File: config.mk
export PLATFORM = sky130hd
export DESIGN_NAME = pwm_gen
export DESIGN_NICKNAME = d
export VERILOG_FILES = /design/src/rtl/pwm_gen.sv
export SDC_FILE = /design/constraint.sdc
export NUM_CORES = 1
export LEC_CHECK = 0
export BUFFER_PORTS_ARGS = -buffer_cell sky130_fd_sc_hd__buf_4
export CAP_MARGIN = 15
export CORE_AREA = 2 2 97 99
export DETAILED_ROUTE_END_ITERATION = 16
export DIE_AREA = 0 0 99 101
export HOLD_SLACK_MARGIN = 0.03
export PLACE_DENSITY = 0.51
export REMOVE_ABC_BUFFERS = 1
export SLEW_MARGIN = 20
export SYNTH_ARGS = -nofsm -noshare
export SYNTH_HDL_FRONTEND = slang
export SYNTH_SLANG_ARGS = --single-unit
File: constraint.sdc
create_clock -name clk -period 3.4 [get_ports clk]
set_clock_uncertainty 0.2 [all_clocks]
set_input_delay 0.34 -clock clk [delete_from_list [all_inputs] [get_ports clk]]
set_output_delay 0.34 -clock clk [all_outputs]
set_load 0.05 [all_outputs]
File: src/rtl/pwm_gen.sv
// PWM generator for the synth audio path: edge/centre-aligned counter with prescaler
// and a double-buffered duty sample that only takes effect at a period boundary.
module pwm_gen #(
    parameter int WIDTH = 8,
    parameter int DIV_W = 8
) (
    input  logic             clk,
    input  logic             n_rst,
    input  logic             en,
    input  logic             mode,
    input  logic [DIV_W-1:0] div,
    input  logic [WIDTH-1:0] sample,
    input  logic             sample_valid,
    output logic             sample_ready,
    output logic             pwm_o,
    output logic             period_start
);

    localparam logic [WIDTH-1:0] MAX = '1;

    typedef enum logic {
        UP = 1'b0,
        DN = 1'b1
    } dir_t;

    logic [DIV_W-1:0] div_cnt_q, div_cnt_d;
    logic [WIDTH-1:0] cnt_q, cnt_d;
    dir_t             dir_q, dir_d;
    logic             mode_q, mode_d;
    logic [WIDTH-1:0] duty_q, duty_d;
    logic [WIDTH-1:0] shadow_q, shadow_d;
    logic             shadow_full_q, shadow_full_d;
    logic             ready_q, ready_d;
    logic             pwm_q, pwm_d;
    logic             period_start_q, period_start_d;

    logic tick;
    logic boundary;
    logic accept;

    always_comb begin
        tick     = en && (div_cnt_q >= div);
        boundary = tick && (mode_q ? (dir_q == DN && cnt_q == WIDTH'(1))
                                   : (cnt_q == MAX));
        accept   = sample_valid && ready_q;

        div_cnt_d      = div_cnt_q;
        cnt_d          = cnt_q;
        dir_d          = dir_q;
        mode_d         = mode_q;
        duty_d         = duty_q;
        shadow_d       = shadow_q;
        shadow_full_d  = shadow_full_q;
        pwm_d          = 1'b0;
        period_start_d = 1'b0;

        if (!en) begin
            // Idle: keep the counter parked and let the latest sample through
            // immediately so the first period after enable uses it.
            div_cnt_d = '0;
            cnt_d     = '0;
            dir_d     = UP;
            mode_d    = mode;
            if (shadow_full_q) begin
                duty_d        = shadow_q;
                shadow_full_d = 1'b0;
            end
        end else begin
            pwm_d     = (cnt_q < duty_q);
            div_cnt_d = tick ? '0 : div_cnt_q + 1'b1;
            if (boundary) begin
                cnt_d          = '0;
                dir_d          = UP;
                mode_d         = mode;
                period_start_d = 1'b1;
                if (shadow_full_q) begin
                    duty_d        = shadow_q;
                    shadow_full_d = 1'b0;
                end
            end else if (tick) begin
                if (!mode_q) begin
                    cnt_d = cnt_q + 1'b1;
                end else if (dir_q == UP) begin
                    cnt_d = cnt_q + 1'b1;
                    if (cnt_q == MAX - 1'b1) begin
                        dir_d = DN;
                    end
                end else begin
                    cnt_d = cnt_q - 1'b1;
                end
            end
        end

        // Ready is only high while the shadow is empty, so a capture never
        // collides with a boundary load in the same cycle.
        if (accept) begin
            shadow_d      = sample;
            shadow_full_d = 1'b1;
        end
        ready_d = !shadow_full_d;
    end

    always_ff @(posedge clk or negedge n_rst) begin
        if (!n_rst) begin
            div_cnt_q      <= '0;
            cnt_q          <= '0;
            dir_q          <= UP;
            mode_q         <= 1'b0;
            duty_q         <= '0;
            shadow_q       <= '0;
            shadow_full_q  <= 1'b0;
            ready_q        <= 1'b1;
            pwm_q          <= 1'b0;
            period_start_q <= 1'b0;
        end else begin
            div_cnt_q      <= div_cnt_d;
            cnt_q          <= cnt_d;
            dir_q          <= dir_d;
            mode_q         <= mode_d;
            duty_q         <= duty_d;
            shadow_q       <= shadow_d;
            shadow_full_q  <= shadow_full_d;
            ready_q        <= ready_d;
            pwm_q          <= pwm_d;
            period_start_q <= period_start_d;
        end
    end

    assign sample_ready = ready_q;
    assign pwm_o        = pwm_q;
    assign period_start = period_start_q;

endmodule
==> impl_metrics.tcl, run 1 <==
set metrics [dict create \
    rsz0062_at_grt "no" \
    pwr-share-clk_pct 29.6 \
    dr.pass1.iters 4 \
    max_slew_margin_pct 54.22 \
    switching_share_pct 27.60 \
    rows 35 \
    synth_edf_count 0 \
    p_seq_share_pct 50.6 \
    cts_sinks 38 \
    cts_inserted_buffers 5 \
    ctsResizeCount 0 \
    critPathTopFamily "compound AO/OA/AOI/OAI gates" \
    maxCapViolCount 0 \
    initial_utilization_pct 24.31 \
    path_cells "inv_1 > ha_1 > nand2b_1 > a31oi_1 > o311ai_2 > nand2_1 > o41ai_1" \
    area_delta_synth_final_pct 18.35 \
    grt_start_max_net_pins 39 \
    fin_crit_ns 2.627 \
    clockBufferDepth 2 \
    synth_top_flop_cell "dfrtp_1" \
    crit_arrival_ns 2.61 \
    gr-usage-all-layers_pct 9.860 \
    wl_per_cell_um 13.33 \
    finalHoldViolCount 0 \
    via_count 1649 \
    hpwl_mm 3.322 \
    yosys_register_bits 38 \
    synth_cell_type_count 45 \
    crit_required_ns 3.38 \
    io_buffers 23 \
    yosys_warnings 0 \
    worst-path-buf-inv 1 \
    ys_seq_area_share_pct 43.64 \
    peakVddDrop_uv 180.1 \
    critical_path.startpoint "div_cnt_q[0]$_DFF_PN0_" \
    ioPinCount 24 \
    p_comb_share_pct 19.8 \
    core_um2 8977 \
    p_leak_uw 0.001165 \
    fin_crit_sh_pct 77.26 \
    outcome "complete, no violations" \
    synth_area_um2 2182 \
    syn_avg_cell_area_um2 10.86 \
    cpMaxStageDelayCell "o311ai_2" \
    fin_area_um2 2582 \
    drc_errors 0 \
    p_int_uw 809.9 \
    synth_top_area_share_pct 42.43 \
    worstSkewPairLatency_ns 0.30 \
    antenna_found_initial 0 \
    synthCells 201 \
    fillers 927 \
    synth_top_area_cell "dfrtp_1" \
    max_freq_mhz 380.7 \
    h-tree-depth 2 \
    holdCritStartpoint "sample[3]" \
    critical-path-max-stage-delay_ns 0.60 \
    worstSetupStartpointType "register" \
    final_antenna_net_count 0 \
    die_h_um 101 \
    maxSlewViolCount 0 \
    clkTransAtPathRegs_ns 0.08 \
    critPathKind "register to register" \
    root_buffer "clkbuf_8" \
    overflow 0 \
    nNetsFinal 270 \
    rr_startpoint "div_cnt_q[0]$_DFF_PN0_" \
    worst_pin_slew_ns 0.6856 \
    viasPerCell 4.836 \
    finalSetupTns_ns 0 \
    post_dp_cell_area_um2 2477 \
    synth_area_leaders "dfrtp_1 42%, ha_1 11%, mux2_2 8.8%, inv_1 3.8%, nand2_1 2.6%" \
    min_path_type "input port to register" \
    synth-async-reset-ratio_pct 100.0 \
    setup_violations 0 \
    drive_gt1_share_pct 25.65 \
    end_kind "register" \
    grt_pass1_wl_mm 7.769 \
    grt_pass1_vias 1599 \
    gp_congestion 0.8293 \
    worst-path-max-fanout 8 \
    cts_tree "yes" \
    power_density_nw_per_um2 433.1 \
    routed_wl_mm 4.545 \
    dieArea_um2 9999 \
    chipWidth_um 99 \
    diodes 0 \
    hold_ws_ns 0.06452 \
    p_switching_uw 308.7 \
    dr.first_iter.drc_count 154 \
]
## power groups by stage
stage                     clock, µW  sequential (µW)  combinational [µW]
after detailed placement          0              577                 226
after global placement            0              576                 221
after floorplan                   0              581                 146
final                           331              566                 222
after global routing            369              578                 251
after CTS                       348              568                 228
## state kept, by name, indices dropped and copies added (netlist names), 8 cells and up
| signal | flops |
|---|---|
| cnt_q | 8 |
| div_cnt_q | 8 |
| duty_q | 8 |
| shadow_q | 8 |
## stage by stage
step | setup WS [ns] | total power [µW] | utilization, % | instances
after global placement | 0.7611 | 796.8 | 27.60 | 332
after floorplan | 1.015 | 727.0 | - | 198
after CTS | 0.7673 | 1143 | 28.77 | 341
after detailed placement | 0.7566 | 803.4 | 27.60 | 332
after global routing | 0.5737 | 1198 | 28.77 | 341
final | 0.7732 | 1119 | 28.77 | 341
## cell families after synthesis
logic type | after synthesis | share of synthesized area [%]
AOI/OAI and AO/OA | 37 | 13.99
xor gates and xnor gates | 7 | 2.810
adders and majority gates | 20 | 11.47
buffers and inverters | 26 | 4.701
DFF | 38 | 43.64
muxes | 17 | 8.773
and+or+nand+nor | 56 | 14.62
## cells in the final DEF (no fill, tap or decap), types with 6 or more instances in the layout
| master | count |
|---|---|
| nand3_1 | 9 |
| mux2_2 | 17 |
| nor2_1 | 10 |
| inv_1 | 22 |
| buf_4 | 23 |
| dfrtp_1 | 37 |
| ha_1 | 20 |
| clkbuf_8 | 6 |
| nand2_1 | 15 |
## worst register-to-register path, stage by stage, from the launching register on
cell and delay (ns):
dfrtp_1 0.43, inv_1 0.06, ha_1 0.26, nand2b_1 0.09, a31oi_1 0.11, o311ai_2 0.60, nand2_1 0.36, o41ai_1 0.40
## area by class of cell
class | instances | area, µm² | area share, %
tap | 111 | 138.9 | 5.378
multi-input combinational | 137 | 1127 | 43.65
sequential | 38 | 952.2 | 36.87
timing repair buffer | 24 | 182.7 | 7.074
clock buffer | 6 | 82.58 | 3.198
inverter | 23 | 86.33 | 3.343
clock inverter | 2 | 12.51 | 0.4845
## Yosys cell counts, types with 2 or more instances
cell type and count:
o211ai_1 5, xor2_1 5, inv_1 22, mux2_2 17, and3_1 3, nand4b_1 2, nor3_1 5, o31ai_1 2
nand3_1 9, o41ai_1 3, ha_1 20, nor2_1 10, nand4_1 2, xnor2_1 2, dfrtp_1 37, o32ai_1 2
o21a_1 5, a31oi_1 2, or4_2 3, a211o_1 2, o221ai_1 2, nand2_1 15, o21ai_0 4
## path summary, 6_finish.rpt
path | cells past startpoint | end | slack (ns)
max in group asynchronous | 2 | sample_ready$_DFF_PN1_ | 2.27
hold reg to reg | 1 | duty_q[7]$_DFFE_PN0P_ | 0.31
setup / recovery | 7 | cnt_q[2]$_DFFE_PN0P_ | 0.77
hold / removal | 2 | shadow_q[3]$_DFFE_PN0P_ | 0.06
min in group asynchronous | 2 | pwm_o$_DFF_PN0_ | 0.36
setup reg to reg | 7 | cnt_q[2]$_DFFE_PN0P_ | 0.77
## repair_timing
item	CTS	global route
buffers inserted	0	0
hold endpoints to repair	37	0
hold buffers	1	0
## per-layer routing
layer / vias up / track usage (%) / wire, µm
li1: 787 / - / -
met1: 809 / 13.28 / 2114
met2: 45 / 15.18 / 2122
met3: 8 / 2.358 / 231
met4: 0 / 4.110 / 77
met5: - / 0 / 0
Note: power is estimated with default switching activity, not from simulation.
==> run 2: changes to the inputs <==
--- a/config.mk
+++ b/config.mk
@@ -5,6 +5,7 @@
 export SDC_FILE = /design/constraint.sdc
 export NUM_CORES = 1
 export LEC_CHECK = 0
+export ABC_AREA = 1
 export BUFFER_PORTS_ARGS = -buffer_cell sky130_fd_sc_hd__buf_4
 export CAP_MARGIN = 15
 export CORE_AREA = 2 2 97 99
==> constraint.sdc (replaced) <==
create_clock -name clk -period 2.74 [get_ports clk]
set_clock_uncertainty 0.2 [all_clocks]
set_input_delay 0.274 -clock clk [delete_from_list [all_inputs] [get_ports clk]]
set_output_delay 0.274 -clock clk [all_outputs]
set_load 0.05 [all_outputs]
==> run 2 against run 1 <==
Against the previous run:
- global-route usage up 0.14 points
- final area up 4.1%
- fmax up 20%
- synthesized cell count up 42%
- worst setup slack worse by 0.22 ns
- via count up 11%
- sequential power up 20%
- critical path depth up 3
- non-clock buffer count up 11
- sequential share of layout area down 1.5 points
- cell count up 28%
- largest cell class unchanged
- largest power group unchanged
==> impl_metrics.tcl, run 2 <==
set metrics [dict create \
    busiest_layer "met2" \
    layout_commonest_cell "nand2_1" \
    grt_start_max_net_pins 39 \
    drive_gt1_share_pct 10.77 \
    critPathKind "register to register" \
    antenna_found_initial 0 \
    die_h_um 101 \
    finalSetupTns_ns 0 \
    cts_sinks 38 \
    synth_top_area_share_pct 42.24 \
    synthCells 285 \
    path_common_cell "nand2_1" \
    routed_wl_mm 4.408 \
    viasPerCell 4.181 \
    yosysMostFrequentCell "nand2_1" \
    switching_share_pct 28.64 \
    dr.first_iter.drc_count 66 \
    yosys_register_bits 38 \
    synth_area_leaders "dfrtp_1 42%, nand2_1 16%, ha_1 11%, inv_1 6.8%, nand3_1 4.8%" \
    clkTransAtPathRegs_ns 0.07 \
    grtUsageMet2_pct 17.26 \
    crit_required_ns 2.72 \
    nNetsFinal 365 \
    via_count 1823 \
    synth-async-reset-ratio_pct 100.0 \
    rows 35 \
    cts_tree "yes" \
    synth_cell_type_count 25 \
    dr.pass1.iters 4 \
    dp_slack_ns 0.5334 \
    hpwl_mm 3.336 \
    ys_seq_area_share_pct 43.44 \
    fin_util_pct 29.95 \
    initial_utilization_pct 24.42 \
    grt.met3_usage_pct 2.080 \
    synth_top_area_cell "dfrtp_1" \
    pwr-share-clk_pct 30.0 \
    h-tree-depth 2 \
    cts_inserted_buffers 5 \
    peakVddDrop_uv 267.0 \
    worstSetupStartpointType "register" \
    fin_crit_sh_pct 79.79 \
    met1_usage_pct 12.27 \
    overflow 0 \
    syn_avg_cell_area_um2 7.692 \
    ioPinCount 24 \
    grt_pass1_vias 1837 \
    ctsResizeCount 0 \
    finalWorstSetupSlack_ns 0.5538 \
    p_leak_uw 0.001426 \
    synth_top_flop_cell "dfrtp_1" \
    clockBufferDepth 2 \
    worst-path-max-fanout 13 \
    p_comb_share_pct 18.5 \
    area_delta_synth_final_pct 22.66 \
    synth_edf_count 0 \
    chipWidth_um 99 \
    worstSkewPairLatency_ns 0.29 \
    final_antenna_net_count 0 \
    dieArea_um2 9999 \
    max_slew_margin_pct 67.08 \
    critPathTopFamily "simple AND/OR/NAND/NOR gates" \
    p_switching_uw 379.0 \
    worst-path-buf-inv 0 \
    crit_arrival_ns 2.17 \
    fin_crit_ns 2.186 \
    finalHoldViolCount 0 \
    ff_latch_area_um2 952.2 \
    fillers 952 \
    synth_area_um2 2192 \
    critical-path-max-stage-delay_ns 0.40 \
    p_seq_share_pct 51.5 \
    maxCapViolCount 0 \
    root_buffer "clkbuf_8" \
    cpMaxStageDelayCell "dfrtp_1" \
    path_cells "ha_1 > nand2_1 > nor2_1 > nand4_1 > nand3_1 > nand2_1 > nand2_2 > nand2_1 > nand2_1 > nand2_1" \
    gp_congestion 0.8388 \
    yosys_warnings 0 \
    rsz0062_at_grt "no" \
    gr-usage-all-layers_pct 9.999 \
    multi_input_area_um2 1066 \
    setup_violations 0 \
    wl_per_cell_um 10.11 \
    post_dp_cell_area_um2 2499 \
    min_path_type "input port to register" \
    io_buffers 23 \
    grt_pass1_wl_mm 8.121 \
    max_freq_mhz 457.4 \
    synthTopCellsByCount "92 x nand2_1, 40 x inv_1, 37 x dfrtp_1" \
    diodes 0 \
    core_um2 8977 \
    fin_area_um2 2689 \
    final_cell_mix "92 x nand2_1, 40 x inv_1, 37 x dfrtp_1, 25 x buf_4, 23 x nor2_1" \
    maxSlewViolCount 0 \
    end_kind "register" \
    p_int_uw 944.1 \
    worst_pin_slew_ns 0.4939 \
    drc_errors 0 \
    power_density_nw_per_um2 492.1 \
    outcome "complete, no violations" \
]
## run 2: changes by cell type after synthesis, moves of 3 or more
cell / before / now
o21ai_0: 4 / 11
o41ai_1: 3 / 0
o211ai_1: 5 / 0
nand3_1: 9 / 21
mux2_2: 17 / 0
inv_1: 22 / 40
nand2_1: 15 / 92
or4_2: 3 / 0
a21oi_1: 1 / 14
nor2_1: 10 / 23
o21a_1: 5 / 1
## run 2: logic make-up after synthesis
logic type / count (synthesis) / share of synthesized area, %
AOI/OAI and AO/OA: 31 / 7.763
xor gates and xnor gates: 5 / 1.998
adders and majority gates: 20 / 11.42
buffers and inverters: 44 / 7.933
DFF: 38 / 43.44
and+or+nand+nor: 147 / 27.45
## run 2: through the flow
step / cells / power [µW] / hold WS [ns]
after CTS: 436 / 1352 / 0.1084
after detailed placement: 418 / 933.5 / 0.08196
after global placement: 418 / 926.0 / 0.07612
after global routing: 436 / 1413 / 0.1399
final: 436 / 1323 / 0.1114
after floorplan: 282 / 840.0 / -0.2216
## run 2: worst paths after layout
kind	depth (start not counted)	slack, ns	to	from
min in group asynchronous	2	0.28	shadow_q[2]$_DFFE_PN0P_	n_rst
max in group asynchronous	2	1.70	sample_ready$_DFF_PN1_	n_rst
worst min register to register	2	0.27	duty_q[6]$_DFFE_PN0P_	duty_q[6]$_DFFE_PN0P_
worst max register to register	10	0.55	duty_q[4]$_DFFE_PN0P_	div_cnt_q[7]$_DFF_PN0_
worst max-delay path	10	0.55	duty_q[4]$_DFFE_PN0P_	div_cnt_q[7]$_DFF_PN0_
worst min-delay path	3	0.11	pwm_o$_DFF_PN0_	en
## run 2: cell type report
type                    instances  share of cell area, %
flip-flops and latches         38                  35.41
repair buffers                 35                  10.70
clock buffers                   8                  3.350
well taps                     111                  5.165
multi-input cells             203                  39.65
inverters                      41                  5.724
## run 2: repair_timing
action                    4_1_cts  5_1_grt
setup buffers                   0        0
hold endpoints to repair       46        0
hold buffers                   10        0
## run 2: power groups by stage
stage / clock network (µW) / registers, µW / logic (µW)
final: 397 / 682 / 244
after global routing: 434 / 692 / 288
after CTS: 416 / 684 / 252
after detailed placement: 0 / 694 / 239
after global placement: 0 / 693 / 233
after floorplan: 0 / 697 / 143
## run 2: tightest hold or removal path: stages
cell    delay (ns)
buf_4         0.11
inv_1         0.07
nor2_1        0.10
## run 2: layer usage
metal | share of wire, % | wire [µm]
met3 | 3.7 | 163
met1 | 48 | 2137
met2 | 46 | 2036
met4 | 1.6 | 70
met5 | 0 | 0
